### src/rtl/serial_tx_pkg.sv
// serial_tx_pkg -- shared definitions for the serial transmitter slice.
//   txState_t       : transmitter FSM state encoding
//   ST_*            : bit positions inside the 16-bit status word
//   DEFAULT_CLK_DIV : clk cycles per serial bit (25 MHz / 115200 baud)
//   statusWord()    : packs the status flags into the CPU read word
package serial_tx_pkg;

  typedef enum logic [1:0] {
    IDLE  = 2'd0,
    START = 2'd1,
    DATA  = 2'd2,
    STOP  = 2'd3
  } txState_t;

  localparam int DEFAULT_CLK_DIV = 217;

  localparam int ST_BUSY     = 0;
  localparam int ST_EMPTY    = 1;
  localparam int ST_FULL     = 2;
  localparam int ST_OVERFLOW = 3;

  function automatic logic [15:0] statusWord(input logic overflow, input logic full,
                                             input logic empty, input logic busy);
    logic [15:0] w;
    w = 16'h0000;
    w[ST_OVERFLOW] = overflow;
    w[ST_FULL]     = full;
    w[ST_EMPTY]    = empty;
    w[ST_BUSY]     = busy;
    return w;
  endfunction

endpackage

### src/rtl/serial_tx_if.sv
// serial_tx_if -- CPU register bus of the serial transmitter.
//   wrEn   : write strobe, one-cycle qualified
//   rdEn   : read strobe, one-cycle qualified
//   addr   : register select, 0 = data, 1 = status
//   wrData : write data, only [7:0] carries the byte
//   rdData : registered read data, valid the cycle after rdEn
// Strobe semantics: there is no ready/stall; every cycle with wrEn or rdEn
// high is one complete access, and the slave never back-pressures.
interface serial_tx_if;
  import serial_tx_pkg::*;

  logic        wrEn;
  logic        rdEn;
  logic        addr;
  logic [15:0] wrData;
  logic [15:0] rdData;

  modport master (output wrEn, output rdEn, output addr, output wrData, input rdData);
  modport slave  (input wrEn, input rdEn, input addr, input wrData, output rdData);

endinterface

### src/rtl/serial_tx_fifo.sv
// tx_fifo -- parameterised synchronous FIFO with look-ahead head output.
//   clk, rst : clock, asynchronous active-high reset (pointers only)
//   push     : write wdata when not full, or when full with a pop this cycle
//   pop      : discard the head when not empty
//   wdata    : data to write
//   rdata    : current head entry (combinational from storage)
//   full     : DEPTH entries held
//   empty    : no entries held
module tx_fifo #(
  parameter int WIDTH = 8,
  parameter int DEPTH = 4
) (
  input  logic             clk,
  input  logic             rst,
  input  logic             push,
  input  logic             pop,
  input  logic [WIDTH-1:0] wdata,
  output logic [WIDTH-1:0] rdata,
  output logic             full,
  output logic             empty
);

  localparam int AW = (DEPTH > 1) ? $clog2(DEPTH) : 1;

  logic [WIDTH-1:0] mem [DEPTH];
  // One extra pointer bit distinguishes full (MSBs differ) from empty.
  logic [AW:0]      wrPtr;
  logic [AW:0]      rdPtr;
  logic             doPush;
  logic             doPop;

  assign empty  = (wrPtr == rdPtr);
  assign full   = (wrPtr[AW-1:0] == rdPtr[AW-1:0]) && (wrPtr[AW] != rdPtr[AW]);
  assign doPop  = pop && !empty;
  // When full, the slot being written is the head being popped; the head is
  // read combinationally before the edge, so the overwrite is safe.
  assign doPush = push && (!full || doPop);
  assign rdata  = mem[rdPtr[AW-1:0]];

  always_ff @(posedge clk) begin
    if (doPush) begin
      mem[wrPtr[AW-1:0]] <= wdata;
    end
  end

  always_ff @(posedge clk or posedge rst) begin
    if (rst) begin
      wrPtr <= '0;
      rdPtr <= '0;
    end else begin
      if (doPush) wrPtr <= wrPtr + 1'b1;
      if (doPop)  rdPtr <= rdPtr + 1'b1;
    end
  end

endmodule

### src/rtl/serial_tx.sv
// serial_tx -- CPU-mapped 8N1 serial transmitter with a transmit FIFO.
//   clk, rst        : clock, asynchronous active-high reset
//   bus (slave)     : register bus; addr 0 = data (write pushes a byte,
//                     read returns 0), addr 1 = status
//                     {12'b0, overflow, full, empty, busy}
//   txd             : registered serial line, idle high
//   interruptSignal : one-cycle pulse when the last queued frame finishes
//   interruptIndex  : constant IRQ_INDEX
//   dbgState        : current FSM state
module serial_tx
  import serial_tx_pkg::*;
#(
  parameter int          CLK_DIV   = DEFAULT_CLK_DIV,
  parameter int          DEPTH     = 4,
  parameter logic [3:0]  IRQ_INDEX = 4'd5
) (
  input  logic        clk,
  input  logic        rst,
  serial_tx_if.slave  bus,
  output logic        txd,
  output logic        interruptSignal,
  output logic [3:0]  interruptIndex,
  output txState_t    dbgState
);

  localparam int           CW     = (CLK_DIV > 1) ? $clog2(CLK_DIV) : 1;
  localparam logic [CW-1:0] RELOAD = CW'(CLK_DIV - 1);

  txState_t      state;
  logic [CW-1:0] baudCnt;
  logic [2:0]    bitCnt;
  logic [7:0]    shiftReg;
  logic          overflow;

  logic          fifoFull;
  logic          fifoEmpty;
  logic [7:0]    fifoHead;
  logic          baudDone;
  logic          pop;
  logic          dataWr;
  logic          push;
  logic          drop;
  logic          statusRd;
  logic          busy;
  logic          unusedWrHi;

  assign baudDone   = (baudCnt == '0);
  // Pops happen only when a new frame is launched: from IDLE, or back to
  // back at the last STOP cycle.
  assign pop        = !fifoEmpty && ((state == IDLE) || ((state == STOP) && baudDone));
  assign dataWr     = bus.wrEn && !bus.addr;
  assign push       = dataWr && (!fifoFull || pop);
  assign drop       = dataWr && fifoFull && !pop;
  assign statusRd   = bus.rdEn && bus.addr;
  assign busy       = (state != IDLE);
  assign unusedWrHi = ^bus.wrData[15:8];

  assign interruptIndex = IRQ_INDEX;
  assign dbgState       = state;

  tx_fifo #(.WIDTH(8), .DEPTH(DEPTH)) u_fifo (
    .clk   (clk),
    .rst   (rst),
    .push  (push),
    .pop   (pop),
    .wdata (bus.wrData[7:0]),
    .rdata (fifoHead),
    .full  (fifoFull),
    .empty (fifoEmpty)
  );

  always_ff @(posedge clk or posedge rst) begin
    if (rst) begin
      state           <= IDLE;
      baudCnt         <= '0;
      bitCnt          <= '0;
      shiftReg        <= '0;
      txd             <= 1'b1;
      interruptSignal <= 1'b0;
    end else begin
      interruptSignal <= 1'b0;
      case (state)
        IDLE: begin
          if (!fifoEmpty) begin
            shiftReg <= fifoHead;
            baudCnt  <= RELOAD;
            txd      <= 1'b0;
            state    <= START;
          end
        end
        START: begin
          if (baudDone) begin
            baudCnt <= RELOAD;
            bitCnt  <= '0;
            txd     <= shiftReg[0];
            state   <= DATA;
          end else begin
            baudCnt <= baudCnt - 1'b1;
          end
        end
        DATA: begin
          if (baudDone) begin
            baudCnt <= RELOAD;
            if (bitCnt == 3'd7) begin
              txd   <= 1'b1;
              state <= STOP;
            end else begin
              // txd takes the next bit before the shift lands.
              bitCnt   <= bitCnt + 1'b1;
              shiftReg <= {1'b0, shiftReg[7:1]};
              txd      <= shiftReg[1];
            end
          end else begin
            baudCnt <= baudCnt - 1'b1;
          end
        end
        STOP: begin
          if (baudDone) begin
            if (!fifoEmpty) begin
              shiftReg <= fifoHead;
              baudCnt  <= RELOAD;
              txd      <= 1'b0;
              state    <= START;
            end else begin
              interruptSignal <= 1'b1;
              state           <= IDLE;
            end
          end else begin
            baudCnt <= baudCnt - 1'b1;
          end
        end
        default: begin
          txd   <= 1'b1;
          state <= IDLE;
        end
      endcase
    end
  end

  always_ff @(posedge clk or posedge rst) begin
    if (rst) begin
      overflow   <= 1'b0;
      bus.rdData <= 16'h0000;
    end else begin
      // A drop in the same cycle as a status read wins over the clear.
      if (drop) begin
        overflow <= 1'b1;
      end else if (statusRd) begin
        overflow <= 1'b0;
      end
      if (bus.rdEn) begin
        bus.rdData <= bus.addr ? statusWord(overflow, fifoFull, fifoEmpty, busy) : 16'h0000;
      end
    end
  end

endmodule
### src/flat_wrapper.sv
// flat-port wrapper written by rule: the top's interface ports become plain ports
module serial_tx_flat import serial_tx_pkg::*;
#(
  parameter int          CLK_DIV   = DEFAULT_CLK_DIV,
  parameter int          DEPTH     = 4,
  parameter logic [3:0]  IRQ_INDEX = 4'd5
)
  (clk, rst, txd, interruptSignal, interruptIndex, dbgState, bus_wrEn, bus_rdEn, bus_addr, bus_wrData, bus_rdData);
  serial_tx_if bus_i ();
  input  logic clk;
  input  logic rst;
  output logic txd;
  output logic interruptSignal;
  output logic [3:0] interruptIndex;
  output txState_t dbgState;
  input wire logic [$bits(bus_i.wrEn)-1:0] bus_wrEn;
  input wire logic [$bits(bus_i.rdEn)-1:0] bus_rdEn;
  input wire logic [$bits(bus_i.addr)-1:0] bus_addr;
  input wire logic [$bits(bus_i.wrData)-1:0] bus_wrData;
  output wire logic [$bits(bus_i.rdData)-1:0] bus_rdData;
  assign bus_i.wrEn = bus_wrEn;
  assign bus_i.rdEn = bus_rdEn;
  assign bus_i.addr = bus_addr;
  assign bus_i.wrData = bus_wrData;
  assign bus_rdData = bus_i.rdData;
  serial_tx #(.CLK_DIV(CLK_DIV), .DEPTH(DEPTH), .IRQ_INDEX(IRQ_INDEX)) u_core (.clk(clk), .rst(rst), .bus(bus_i), .txd(txd), .interruptSignal(interruptSignal), .interruptIndex(interruptIndex), .dbgState(dbgState));
endmodule
### config.mk
export PLATFORM = sky130hd
export DESIGN_NAME = serial_tx_flat
export DESIGN_NICKNAME = d
export VERILOG_FILES = /design/src/rtl/serial_tx_pkg.sv /design/src/rtl/serial_tx_if.sv /design/src/rtl/serial_tx_fifo.sv /design/src/rtl/serial_tx.sv /design/src/flat_wrapper.sv
export SDC_FILE = /design/constraint.sdc
export NUM_CORES = 1
export LEC_CHECK = 0
export ABC_CLOCK_PERIOD_IN_PS = 2950
export BUFFER_PORTS_ARGS = -buffer_cell sky130_fd_sc_hd__buf_2
export CORE_MARGIN = 5
export CORE_UTILIZATION = 57
export DETAILED_ROUTE_END_ITERATION = 10
export MAX_ROUTING_LAYER = met4
export PLACE_DENSITY = 0.79
export SYNTH_ARGS = -nofsm -noshare
export SYNTH_HDL_FRONTEND = slang
export SYNTH_SLANG_ARGS = --single-unit
### constraint.sdc
create_clock -name clk -period 2.95 [get_ports clk]
set_clock_uncertainty 0.05 [all_clocks]
set_input_delay 0.59 -clock clk [delete_from_list [all_inputs] [get_ports clk]]
set_output_delay 0.59 -clock clk [all_outputs]
set_load 0.05 [all_outputs]
==> run metrics <==
status finished, final reports clean; clk_lat worst skew 340 ps; Initial DRC Count 137; fmax 422 MHz; number of synthesized flops with an enable pin 32; period utilization 0.804; Final Instance Area 3740 um2; DP Wirelength 4370 um; Final setup viols 0; clk root buf clkbuf_8; max-slew violation count 0; Die X 87.2 um; area leader, netlist edfxtp_1; PwrDens 1150 nW/um2; DR vias/cell 5.76; layout cells sized above 1 0.211; Initial Util 0.581; via count 2,205; fin nets 338; worst-case reg-to-reg path depth 6; Yosys Warn Count 0; full die area 7600 um2; final WL 6160 um; share of Yosys cell area claimed by the top area cell type 0.283; P_leak 1.54 nW; global-route wire length before repair 10,100 um; hold buffers post-CTS 0; area grow syn2layout 9.98%; crit path capture type flop; Synth Cell Area 3400 um2; Gate Count Post-Synth 273; top-count cell post-synth dfrtp_1; Clock transition at path regs 70 ps; Post-synth ARST share 0.515; Worst Setup SP u_core.baudCnt[0]; Most used DFF post-synth dfrtp_1; H-Tree Depth 3; crit path time final 2370 ps; CTS Buffer Depth 2; Worst Setup Start Kind flop; post-CTS setup buffers 0; Hold Crit Class input port to async pin; core outline area 5850 um2; number of max-cap violations 0; Cell variety after synth 58; Synth area leaders edfxtp_1, dfrtp_1, mux4_2; grt total ovfl 0; largest net degree at the start of global routing 35; normalized max-slew margin 0.531; diodes inserted 0; CTS tree yes; Layout Utilization 0.639; RSZ-0062 raised after global routing no; DP Area 3540 um2; syn_area_per_cell 12.4 um2; DRC 0; initial antenna violation count 0; Yosys reg bits 66; Worst EP arrival 2310 ps; clk sinks 66; Worst Tran Pin Value 701 ps; sequential share of the synthesized area 0.534; R2R Path Start u_core.baudCnt[0]; Rows 28; Post-DRT Antenna Nets 0; clock buffers created by TritonCTS 9; Setup WS pre-CTS 547 ps; TNS Setup 0 ps; Critical Path RT 2890 ps; die height 87.2 um; Final Wtd Congestion 0.858; VDD IR max 811 uV; post-CTS sizing 0; most frequent cells after synthesis dfrtp_1, edfxtp_1, inv_1, buf_4, ha_1; Buffers on Ports 20; endpoints failing hold 0; Crit Path Class flop to flop; drt first pass iters 4; worst-path maximum fanout 8; Total GRT Usage 0.181; vias in the first global route 2,137; fillers 438; Final WS setup 578 ps; wire per inst 16.1 um; top-level port count 45
## flip-flops by register name, summed over array words and instances (netlist names)
register / count
u_core.overflow: 1
u_core.dbgState: 2
u_core.u_fifo.mem: 32
u_core.baudCnt: 8
u_core.u_fifo.wrPtr: 3
u_core.txd: 1
u_core.u_fifo.rdPtr: 3
u_core.bus.rdData: 4
u_core.interruptSignal: 1
u_core.bitCnt: 3
u_core.shiftReg: 8
## metal layers
layer / vias to the layer above / part of all wire / global-route usage
met5: - / 0 / -
met4: 0 / 0.011 / 0.0628
met3: 7 / 0.055 / 0.0501
met2: 64 / 0.48 / 0.288
met1: 1082 / 0.45 / 0.224
li1: 1052 / - / -
## critical path, cell delays in order (launching register included)
cell     delay, ps
dfrtp_1        410
inv_1          130
ha_1           190
nor4b_4        250
nand3_2        190
a21oi_1        360
and2_1         450
## placed cells by master, fill, tap and decap left out, drive strengths merged, types with 3 or more instances in the layout
master	Yosys	layout
edfxtp	32	32
nand4b	4	4
nand2	7	7
clkbuf	2	9
conb	2	16
mux4	8	8
and2	3	3
clkinv	0	5
a41oi	4	4
mux2	3	3
nor3	4	4
nor2	12	12
o21ai	15	15
nand2b	4	4
xor2	6	6
a31oi	5	5
a211oi	3	3
o211ai	4	4
inv	23	23
mux2i	3	3
xnor2	4	4
o22ai	5	5
dfrtp	33	33
a21o	3	3
nand3	5	5
a21oi	10	10
buf	21	28
ha	14	14
## logic make-up after synthesis
family | share of synthesized area
other cells | 0.00221
xor+xnor | 0.0258
flops | 0.534
fa+ha+maj | 0.0516
simple gates | 0.0980
compound gates | 0.144
mux | 0.0718
buf+inv | 0.0729
## stage by stage
stage               total power, mW  std cells  hold slack (ps)
detailed placement             3.57        367              467
floorplan                      3.14        287              425
global placement               3.49        367              452
finish                         4.30        383              286
global route                   4.60        383              310
CTS                            4.31        383              287
## power by group
group	internal [mW]	total, mW	leakage, nW	switching [mW]
Sequential	1.24	1.47	0.712	0.226
Combinational	0.863	2.10	0.726	1.23
Clock	0.388	0.733	0.0990	0.345
## final timing paths
check,end,slack [ps]
max,u_core.u_fifo.mem[2][5],580
min,u_core.interruptSignal,290
max reg2reg,u_core.u_fifo.mem[2][5],580
min reg2reg,u_core.bus.rdData[0],480
max in group asynchronous,u_core.txd,2220
min in group clk,u_core.u_fifo.mem[2][3],410
## layout make-up
| class | instances | area [um2] | share of cell area |
|---|---|---|---|
| sequential | 66 | 1810 | 0.485 |
| multi-input combinational | 175 | 1390 | 0.372 |
| timing repair buffer | 28 | 160 | 0.0429 |
| clock buffer | 9 | 124 | 0.0332 |
| tap | 75 | 93.8 | 0.0251 |
| inverter | 23 | 86.3 | 0.0231 |
| clock inverter | 7 | 70.1 | 0.0188 |
No activity file was read; power rests on OpenSTA's default activity.
